<file path="config.mk">
export PLATFORM = sky130hd
export DESIGN_NAME = dem_bcd_mod
export DESIGN_NICKNAME = d
export VERILOG_FILES = /design/src/rtl/dem_bcd_mod.sv
export SDC_FILE = /design/constraint.sdc
export NUM_CORES = 1
export LEC_CHECK = 0
export BUFFER_PORTS_ARGS = -buffer_cell sky130_fd_sc_hd__buf_2
export CORE_UTILIZATION = 50
export DETAILED_ROUTE_END_ITERATION = 6
export PLACE_DENSITY_LB_ADDON = 0.05
export SLEW_MARGIN = 20
export SYNTH_ARGS = -nofsm -noshare
export SYNTH_HDL_FRONTEND = slang
export SYNTH_SLANG_ARGS = --single-unit
</file>
<file path="constraint.sdc">
create_clock -name clk -period 7.8 [get_ports clk]
set_input_delay 0.39 -clock clk [delete_from_list [all_inputs] [get_ports clk]]
set_output_delay 0.39 -clock clk [all_outputs]
set_load 0.01 [all_outputs]
</file>
<file path="src/rtl/dem_bcd_mod.sv">
// -----------------------------------------------------------------------------
// dem_bcd_mod
//
// Parametrised two-digit BCD modulo counter for one TM1638 clock time field
// (seconds/minutes with MOD=60, hours with MOD=24 or 12). The count runs
// 0..MOD-1 in either direction and can be preset. It also produces a one-cycle
// terminal-count pulse for cascading and a registered half-period square wave
// that drives the display blink/colon.
//
// The modulus parameter sets the count range and must lie in 2..99; the
// threshold parameter HALF defaults to half of it, and clk_out is 1 while
// the count is below that threshold.
//
// Ports
//   clk      in   system clock, all state changes on the rising edge
//   rs       in   synchronous active-high reset
//   en       in   count enable, one step per enabled edge
//   up       in   direction: 1 = increment, 0 = decrement
//   ld       in   synchronous preset strobe (beats en, loses to rs)
//   ld_tens  in   preset tens digit (BCD)
//   ld_ones  in   preset ones digit (BCD)
//   led1     out  ones digit of the current count
//   led2     out  tens digit of the current count
//   tc       out  one-cycle pulse in the first cycle showing a wrapped value
//   clk_out  out  1 while count < HALF, else 0
//   ld_err   out  one-cycle pulse after a rejected preset
// -----------------------------------------------------------------------------
module dem_bcd_mod #(
    parameter int MOD  = 60,
    parameter int HALF = MOD / 2
) (
    input  logic       clk,
    input  logic       rs,
    input  logic       en,
    input  logic       up,
    input  logic       ld,
    input  logic [3:0] ld_tens,
    input  logic [3:0] ld_ones,
    output logic [3:0] led1,
    output logic [3:0] led2,
    output logic       tc,
    output logic       clk_out,
    output logic       ld_err
);

    // Elaboration-time guard: outside 2..99 the count no longer fits in
    // two BCD digits, or the counter degenerates.
    if (MOD < 2 || MOD > 99) begin : g_bad_mod
        $error("dem_bcd_mod: MOD must be in 2..99");
    end

    // Terminal count MOD-1 split into BCD digits. Comparing both digits (not
    // just ones==9) is what lets MOD=24 wrap at 23.
    localparam logic [3:0] LAST_TENS = 4'((MOD - 1) / 10);
    localparam logic [3:0] LAST_ONES = 4'((MOD - 1) % 10);
    localparam logic [6:0] HALF_V    = 7'(HALF);
    localparam logic [7:0] MOD_V     = 8'(MOD);

    // Registered state
    logic [3:0] ones_q, tens_q;
    logic       tc_q, clk_out_q, ld_err_q;

    // Next-state values
    logic [3:0] ones_d, tens_d;
    logic       tc_d, ld_err_d;

    logic       at_last;     // count == MOD-1
    logic       at_zero;     // count == 0
    logic       ld_valid;    // preset digits are BCD and value < MOD
    logic [7:0] ld_value;    // binary value of the preset digits (up to 165)
    logic [6:0] next_value;  // binary value of the next count (up to 98)

    assign at_last = (tens_q == LAST_TENS) && (ones_q == LAST_ONES);
    assign at_zero = (tens_q == 4'd0) && (ones_q == 4'd0);

    // Preset value is formed from the raw 4-bit digits; a non-BCD digit is
    // rejected separately, so the product cannot alias into a legal value.
    assign ld_value = ({4'd0, ld_tens} * 8'd10) + {4'd0, ld_ones};
    assign ld_valid = (ld_tens <= 4'd9) && (ld_ones <= 4'd9) && (ld_value < MOD_V);

    // -------------------------------------------------------------------------
    // Next-state logic. Priority: ld > en > hold; rs is applied in the
    // register process and beats all of them.
    // -------------------------------------------------------------------------
    always_comb begin
        // NOTE: every output of this block gets a default first, so no path
        // leaves a variable unassigned and no latch is inferred.
        ones_d   = ones_q;
        tens_d   = tens_q;
        tc_d     = 1'b0;
        ld_err_d = 1'b0;

        if (ld) begin
            if (ld_valid) begin
                ones_d = ld_ones;
                tens_d = ld_tens;
            end else begin
                // Rejected preset falls back to 00 rather than keeping a
                // possibly stale value, so time setting starts from a known point.
                ones_d   = 4'd0;
                tens_d   = 4'd0;
                ld_err_d = 1'b1;
            end
        end else if (en) begin
            if (up) begin
                if (at_last) begin
                    ones_d = 4'd0;
                    tens_d = 4'd0;
                    tc_d   = 1'b1;
                end else if (ones_q >= 4'd9) begin
                    ones_d = 4'd0;
                    tens_d = tens_q + 4'd1;
                end else begin
                    ones_d = ones_q + 4'd1;
                end
            end else begin
                if (at_zero) begin
                    ones_d = LAST_ONES;
                    tens_d = LAST_TENS;
                    tc_d   = 1'b1;
                end else if (ones_q == 4'd0) begin
                    ones_d = 4'd9;
                    tens_d = tens_q - 4'd1;
                end else begin
                    ones_d = ones_q - 4'd1;
                end
            end
        end
    end

    // clk_out is derived from the next count, not toggled, so it tracks
    // presets and down-counting without any history.
    assign next_value = ({3'd0, tens_d} * 7'd10) + {3'd0, ones_d};

    // -------------------------------------------------------------------------
    // State register
    // -------------------------------------------------------------------------
    always_ff @(posedge clk) begin
        // NOTE: state registers use non-blocking assignments so every flop
        // samples the pre-edge values regardless of statement order.
        if (rs) begin
            ones_q    <= 4'd0;
            tens_q    <= 4'd0;
            tc_q      <= 1'b0;
            ld_err_q  <= 1'b0;
            clk_out_q <= 1'b1;
        end else begin
            ones_q    <= ones_d;
            tens_q    <= tens_d;
            tc_q      <= tc_d;
            ld_err_q  <= ld_err_d;
            clk_out_q <= (next_value < HALF_V);
        end
    end

    // All outputs come straight from flops: no input-to-output path.
    assign led1    = ones_q;
    assign led2    = tens_q;
    assign tc      = tc_q;
    assign clk_out = clk_out_q;
    assign ld_err  = ld_err_q;

endmodule
</file>
After elaboration in Yosys (flattened, before gate mapping)
Index checks and enable logic that the tools add are counted.
- register bits after elaboration: 11
- latch bits: 0
- bits in writable memories: 0
- ROM bits: 0
- output and inout bits: 11
- memories kept: 0
- $add $sub $neg: 6
- $mul: 2
- divide/modulo/power cells: 0
- order comparisons: 5
- eq/ne operators: 2
- shift operators: 0
- muxes and demuxes: 20
- bitwise logic cells: 2
- reduce and logical (&&, ||, !) cells: 8
- operators with widths (operator ; number):
    $mux 4 ; 16
    $add 4x1->4 const B ; 2
    $add 8x4->8 ; 1
    $le 4x4->1 const B ; 2
    $logic_not 4->1 ; 2
    $lt 8x6->1 const B ; 1
    $sub 4x1->4 const B ; 2
    $add 7x4->7 ; 1
    $lt 7x5->1 const B ; 1
    $mul 4x3->7 const B ; 1
    $mul 4x3->6 const B ; 1
    $eq 4x3->1 const B ; 1
    $eq 4x4->1 const B ; 1
    $ge 4x4->1 const B ; 1
    $logic_and 1x1->1 ; 4
    $mux 1 ; 4
    $reduce_or 3->1 ; 1
    $not 1->1 ; 2
    $reduce_or 2->1 ; 1

Depth between registers and ports, before layout
Gate-level depths: netlist of run 1.
- depth after elaboration: 9
- gate-level depth with buffers: 18
- depth with buffers taken out: 18

Least setup slack after synthesis of run 1
No wires, ideal clock.
- path kind: input to register
- start: input ld_tens[1]
- end: register clk_out_q, in the netlist clk_out
- setup time: 0.059 ns
- data arrival time: 4.455 ns
- data required time: 7.741 ns
- slack: 3.286 ns
- stages on the path: 16
- cells stage by stage: ha_1 -> ha_1 -> fa_1 -> xnor3_1 -> and2_1 -> mux2i_1 -> and2_1 -> o32a_2 -> xor2_1 -> ha_1 -> fa_1 -> or3_1 -> a211oi_1 -> a211oi_1 -> o31ai_1 -> a221o_1
- longest elaborated chain between the ends: 9
- ends and longest elaborated chain (item ; line ; text):
    from (decl) ; 37 ; input logic [3:0] ld_tens,
    $mul 4x3->7 ; 78 ; assign ld_value = ({4'd0, ld_tens} * 8'd10) + {4'd0, ld_ones};
    $add 8x4->8 ; 78 ;
    $lt 8x6->1 ; 79 ; assign ld_valid = (ld_tens <= 4'd9) && (ld_ones <= 4'd9) && (ld_value < MOD_V);
    $logic_and 1x1->1 ; 79 ;
    $mux 4 ; 94 ; if (ld_valid) begin
    $mux 4 ; 93 ; if (ld) begin
    $mul 4x3->6 ; 133 ; assign next_value = ({3'd0, tens_d} * 7'd10) + {3'd0, ones_d};
    $add 7x4->7 (*) ; 133 ;
    $lt 7x5->1 (*) ; 152 ; clk_out_q <= (next_value < HALF_V);
    to (signal assigned) ; 152 ;
    to (decl) ; 61 ; logic tc_q, clk_out_q, ld_err_q;
Every way passes the cells marked *; elsewhere a longest branch is shown, timed or not.
A chain may end at the register's enable or synchronous reset.

Final worst setup path of run 1
- start: input ld_tens[3]
- end: register clk_out_q, in the netlist clk_out
- RTL lines (item ; line ; text):
    $mul 4x3->7 ; 78 ;
    $add 8x4->8 ; 78 ;
    $lt 8x6->1 ; 79 ;
    $logic_and 1x1->1 (*) ; 79 ;
    $mux 4 (*) ; 94 ;
    $mux 4 (*) ; 93 ;
    named net ones_d[1] ; 64 ; logic [3:0] ones_d, tens_d;
    $add 7x4->7 (*) ; 133 ;
    $lt 7x5->1 (*) ; 152 ;
The timed path passes the listed nets; every way through them passes the cells marked *.

==> impl_results.md, run 1 <==
- CTS tree: yes
- Grt ovf: 0
- Via density: 5.93
- Die area: 3480 sq um
- Inserted Clock Buffers: 3
- Xor/xnor cell area share of the yosys netlist: 0.0408
- Max VDD drop: 0.0000739 V
- Setup TNS: 0 ns
- Post-DP HPWL: 3150 microns
- R2R Path Start: led1[0]
- Req. time, crit path: 7.96 ns
- Fin. max-slew vios: 0
- FILL cells: 312
- Largest family of logic cells by synthesized area: compound AO/OA/AOI/OAI gates
- Final setup margin: 3.05 ns
- Synth top area share: 0.135
- Root Driver: clkbuf_4
- WL/cell: 14.5 microns
- Post-synthesis async set-or-reset flop share: 0
- Hold path cells: 3
- Setup bufs post-CTS: 0
- Core area: 3080 sq um
- Synthesis-to-finish area growth: 10.0%
- Compound-Gate Fraction of Synth Area: 0.303
- Mapped Cells: 210
- IO buf count: 23
- Placed Cells: 269
- Post-Layout Cell Count: 273
- Tcrit/Tclk final: 0.609
- Die W: 59.0 microns
- Critical Path Start Type: input port
- Standard-cell rows: 20
- Status: finished clean
- Commonest cells in the netlist: inv_1 (20), nor2_1 (18), ha_1 (17), nand2_1 (17)
- WP data arrival: 4.91 ns
- Most frequent cell after synthesis: inv_1
- Resized Gates After CTS: 0
- Clock transition at the registers of the reported paths: 0.07 ns
- DRC: 0
- Post-Syn Nets: 244
- # setup viols final: 0
- Worst R2R Setup Slack: 3.33 ns
- Drt total wl: 3970 microns
- Global-route wire length before repair: 6710 microns
- IO Count: 24
- Pwr/cell area: 126 nW/um^2
- Mapped cell area: 1630 sq um
- Dominant synthesized flop cell: dfxtp_1
- Worst-Skew Late Latency: 0.27 ns
- Minimum clock period: 4.75 ns
- Ratio of cells with drive above 1 in the final layout: 0.157
- HP Start: ld_ones[0]
- Reg-to-reg endpoint: clk_out
- RD Place Congestion: 0.855
- Clock skew: 0.00117 ns
- CTS Hold Buffers Added: 0
- Sequential share of the synthesized area: 0.135
- #FFs+latches synth: 11
- Post-synthesis mux area share: 0.0192
- Die height: 59.0 microns
- Synth area leader: dfxtp_1
- Crit. End Element: flip-flop
- CTS H-Tree Depth: 1
- Syn. warnings: 0
- Worst Reg-to-Reg Cells: 15
- Largest net degree at the start of global routing: 25
- Fmax: 211 MHz
- Vias in the first global route: 1,471
- Diodes inserted: 0
- Fin Hold WS: 0.415 ns
- Syn avg cell area: 7.74 sq um
- Yosys cell types: 67
- Synth Area in Simple Gates: 0.244
- Dpl ws: 2.76 ns
- CP Max Fanout: 10
- Max-cap violations: 0
- Antenna Violating Nets Remaining: 0
- Pleak: 0.817 nW
- Adder-Cell Fraction of Synth Area: 0.186
- Antenna violations before repair: 0
- Top post-synthesis cells by area: dfxtp_1 (14%), ha_1 (13%), fa_1 (4.9%), inv_1 (4.6%), nor2_1 (4.2%)
- Post-synth EDFFs: 0
- Hold Path Sink: led1[0]
- RSZ-0062 raised after global routing: no
- Hold Violations, Final: 0
- Worst setup path class: in2reg
- Drt pass-1 iters: 4
- Tot GR Track Use: 0.253
- CTS max path bufs: 2
- First DRT Iteration DRCs: 106
- Util after Layout: 0.581
- Worst slew pin tran: 0.499 ns
- Max-Slew Margin vs Limit: 0.663
- Tightest Hold Check Type: in2reg
- Via count: 1,620
- Number of clock sinks: 11
- Initial Util: 0.528
- Fin nets: 264
cells in the final DEF, fill, tap and decap left out, types with 2 or more instances in the layout:
cell      count
a211oi_1      4
a21boi_0      2
a21oi_1      12
a221o_1       2
a22oi_1       3
a311oi_1      2
a31oi_1       2
a41oi_1       4
and2_1        3
and3_1        2
buf_2        23
clkbuf_4      3
dfxtp_1      11
fa_1          4
ha_1         17
inv_1        20
mux2i_1       2
nand2_1      17
nand2b_1      5
nor2_1       18
nor2b_1       3
nor3_1        4
nor3b_1       2
nor4_1        2
o211ai_1      3
o21ai_0      12
o22ai_1       3
or2_2         2
xnor2_1       2
xor2_1        3
metal layers:
| metal | vias to the layer above | part of all wire | global-route usage |
|---|---|---|---|
| li1 | 806 | - | - |
| met4 | 0 | 0.0040 | 0.0408 |
| met5 | - | 0 | 0 |
| met2 | 49 | 0.48 | 0.406 |
| met1 | 761 | 0.47 | 0.352 |
| met3 | 4 | 0.050 | 0.0590 |
sequential cells by signal, summed over array words and instances (netlist names):
register	cells
tc	1
ld_err	1
clk_out	1
led2	4
led1	4
metrics by stage:
stage	instance area, sq um	total power (W)
floorplan	1630	0.000157
global placement	1760	0.000182
detailed placement	1760	0.000185
CTS	1790	0.000226
global route	1790	0.000245
finish	1790	0.000225
power breakdown:
group	internal, W	switching [W]	total [W]
registers	0.0000601	0.00000645	0.0000666
logic	0.0000509	0.0000676	0.000118
clock network	0.0000198	0.0000199	0.0000397
worst max-delay path by stage:
stage	startpoint	to	slack (ns)	cells past startpoint
after floorplan	ld_tens[1]	clk_out	3.29	16
after detailed placement	ld_tens[3]	clk_out	2.76	19
after global routing	ld_tens[3]	clk_out	2.83	19
final	ld_tens[3]	clk_out	3.05	19
after global placement	ld_tens[3]	clk_out	2.94	17
after CTS	ld_tens[3]	clk_out	3.04	19
area by class of cell:
| type | instances | area [sq um] | area share |
|---|---|---|---|
| Sequential cell | 11 | 220 | 0.123 |
| Clock buffer | 4 | 26.3 | 0.0147 |
| Inverter | 22 | 82.6 | 0.0462 |
| Timing Repair Buffer | 23 | 115 | 0.0644 |
| Multi-Input combinational cell | 169 | 1290 | 0.721 |
| Tap cell | 44 | 55.1 | 0.0308 |
cell families after synthesis:
logic type                 after synthesis
and+or+nand+nor                         71
AOI/OAI and AO/OA                       67
buffers and inverters                   30
adders and majority gates               22
DFF                                     11
xor gates and xnor gates                 6
muxes                                    3
critical path, cell delays in order:
cell       delay [ns]
buf_2            0.16
ha_1             0.33
ha_1             0.20
fa_1             0.56
xnor3_1          0.31
and2_1           0.16
mux2i_1          0.28
a21oi_4          0.14
a41oi_1          0.30
inv_1            0.07
ha_1             0.24
inv_1            0.08
fa_1             0.42
nand2b_1         0.18
o2111ai_1        0.21
a211oi_1         0.12
a211oi_1         0.32
nor3b_1          0.09
a221o_1          0.35
(Power assumes the default switching activity.)
==> inputs of run 2 (changes only) <==
==> constraint.sdc (replaced) <==
create_clock -name clk -period 4.3 [get_ports clk]
set_input_delay 0.215 -clock clk [delete_from_list [all_inputs] [get_ports clk]]
set_output_delay 0.215 -clock clk [all_outputs]
set_load 0.01 [all_outputs]
==> run 2 against run 1 <==
  * Largest cell class unchanged
  * Global-route usage rose by 2.3 points
  * Critical endpoint unchanged
  * Highest routed layer unchanged
  * Flip-flop and latch count did not move
  * Cell area rose by 24%
  * Sequential power rose by 77%
  * Largest power group unchanged
  * Critical path type unchanged
==> impl_results.md, run 2 (synthesis results as in run 1) <==
- WP data arrival: 4.46 ns
- IO Count: 24
- Drt total wl: 4670 microns
- Fin nets: 302
- Placed Area: 2000 sq um
- Vias in the first global route: 1,642
- RD Place Congestion: 0.866
- # setup viols final: 0
- Tot GR Track Use: 0.276
- Tcrit/Tclk final: 0.986
- Routing usage on met2: 0.511
- Die area: 3480 sq um
- Reg-to-reg endpoint: clk_out
- Max-Slew Margin vs Limit: 0.716
- Hold path cells: 3
- CP max stage cell: fa_2
- Worst Reg-to-Reg Cells: 15
- Largest net degree at the start of global routing: 25
- Antenna violations before repair: 0
- CTS Hold Buffers Added: 0
- CTS tree: yes
- Commonest non-fill, non-tap cell in the layout: buf_4
- Hold Violations, Final: 0
- Worst-Skew Late Latency: 0.27 ns
- Antenna Violating Nets Remaining: 0
- Minimum clock period: 4.24 ns
- Die height: 59.0 microns
- Area of the multi-input gates: 1430 sq um
- Util after Layout: 0.723
- WL/cell: 15.0 microns
- CP cell instances: buf_2 -> ha_4 -> ha_4 -> fa_2 -> buf_6 -> xnor2_1 -> a221o_1 -> and2_4 -> o32a_2 -> xor2_2 -> ha_4 -> fa_1 -> or3_4 -> a211oi_4 -> a211oi_2 -> o31ai_1 -> a221o_1
- DRC: 0
- Met1 Use GR: 0.349
- CTS H-Tree Depth: 1
- Clock transition at the registers of the reported paths: 0.07 ns
- Req. time, crit path: 4.52 ns
- Post-DP HPWL: 3450 microns
- Ratio of cells with drive above 1 in the final layout: 0.360
- Global-route wire length before repair: 7400 microns
- Worst slew pin tran: 0.426 ns
- Number of clock sinks: 11
- Via density: 5.77
- Max-cap violations: 0
- Max incr delay on CP: 0.59 ns
- Pwr/cell area: 225 nW/um^2
- Core area: 3080 sq um
- Synthesis-to-finish area growth: 36.9%
- First DRT Iteration DRCs: 164
- CP Buf/Inv Count: 2
- Register area: 220 sq um
- Standard-cell rows: 20
- CP Launch Point: ld_tens[3]
- Met3 GRT Util: 0.0197
- Pleak: 1.01 nW
- Worst R2R Setup Slack: 0.08 ns
- Fin Hold WS: 0.223 ns
- Most frequent cells in the layout: buf_4 (35), buf_2 (23), inv_1 (19), nor2_1 (17), nand2_1 (16)
- Fmax: 236 MHz
- Most used cell, CP: ha_4
- Worst setup path class: in2reg
- CP Depth: 17
- Crit. End Element: flip-flop
- Fin. max-slew vios: 0
- IO buf count: 23
- CP Max Fanout: 4
- Post-route cell area: 2220 sq um
- Initial Util: 0.528
- CP delay by family, top: adder cells
- GRT busiest layer: met2
- R2R Path Start: led1[1]
- Clock skew: 0.00521 ns
- End of the critical path: clk_out
- CTS max path bufs: 2
- Status: finished clean
- Tightest Hold Check Type: in2reg
- Grt ovf: 0
- Max VDD drop: 0.000123 V
- FILL cells: 256
- Diodes inserted: 0
- Via count: 1,795
- Inserted Clock Buffers: 3
- Drt pass-1 iters: 4
- Critical Path Start Type: input port
- Root Driver: clkbuf_4
- Die W: 59.0 microns
[run 2: how the worst min path moves through the flow]
stage | to | from | slack, ns
6_report | led1[0] | ld_ones[0] | 0.22
2_1_floorplan | led1[0] | ld_ones[0] | 0.38
3_5_place_dp | led1[0] | ld_ones[0] | 0.50
5_1_grt | led2[2] | rs | 0.25
3_3_place_gp | led1[0] | ld_ones[0] | 0.49
4_1_cts | led1[0] | ld_ones[0] | 0.23
[run 2: worst reg2reg max path, stage by stage (launching register included)]
cell and delay, ns:
dfxtp_1 0.36, inv_1 0.12, ha_2 0.21, or3b_4 0.41, nor4_4 0.23, mux2_1 0.36, a22oi_2 0.26, a21boi_4 0.27
xor2_2 0.19, ha_4 0.15, fa_1 0.46, or3_4 0.42, a211oi_4 0.27, a211oi_2 0.07, o31ai_1 0.26, a221o_1 0.14
[run 2: routing by layer]
metal | up-vias | share of wire | routed length (microns)
li1 | 883 | - | -
met1 | 857 | 0.43 | 2000
met2 | 49 | 0.54 | 2510
met3 | 6 | 0.024 | 110
met4 | 0 | 0.012 | 54
met5 | - | 0 | 0
[run 2: power breakdown]
group	switching, W	total (W)	internal, W
Combinational	0.000157	0.000312	0.000155
Sequential	0.00000917	0.000118	0.000109
Clock	0.0000346	0.0000691	0.0000344
Total	0.000201	0.000499	0.000298
[run 2: per-stage QoR]
step	setup WS (ns)	power, W	instances	TNS [ns]
detailed placement	-0.411	0.000384	299	-0.411
global placement	-0.278	0.000375	299	-0.278
finish	0.0582	0.000499	311	0
global route	-0.0499	0.000534	311	-0.0499
CTS	0.0348	0.000467	308	0
floorplan	0.00351	0.000288	210	0
[run 2: area by class of cell]
class / count / share of cell area
Clock buffer: 3 / 0.0101
Timing Repair Buffer: 61 / 0.185
Inverter: 22 / 0.0371
Tap cell: 44 / 0.0247
Clock inverter: 1 / 0.00225
Multi-Input combinational cell: 169 / 0.642
Sequential cell: 11 / 0.0990
[run 2: timing repair]
| item | in CTS | in global routing |
|---|---|---|
| gates resized for setup | 7 | 20 |
| buffers inserted | 5 | 3 |
| setup endpoints to repair | 1 | 1 |
| gates cloned | 0 | 0 |
| pin swaps | 9 | 14 |
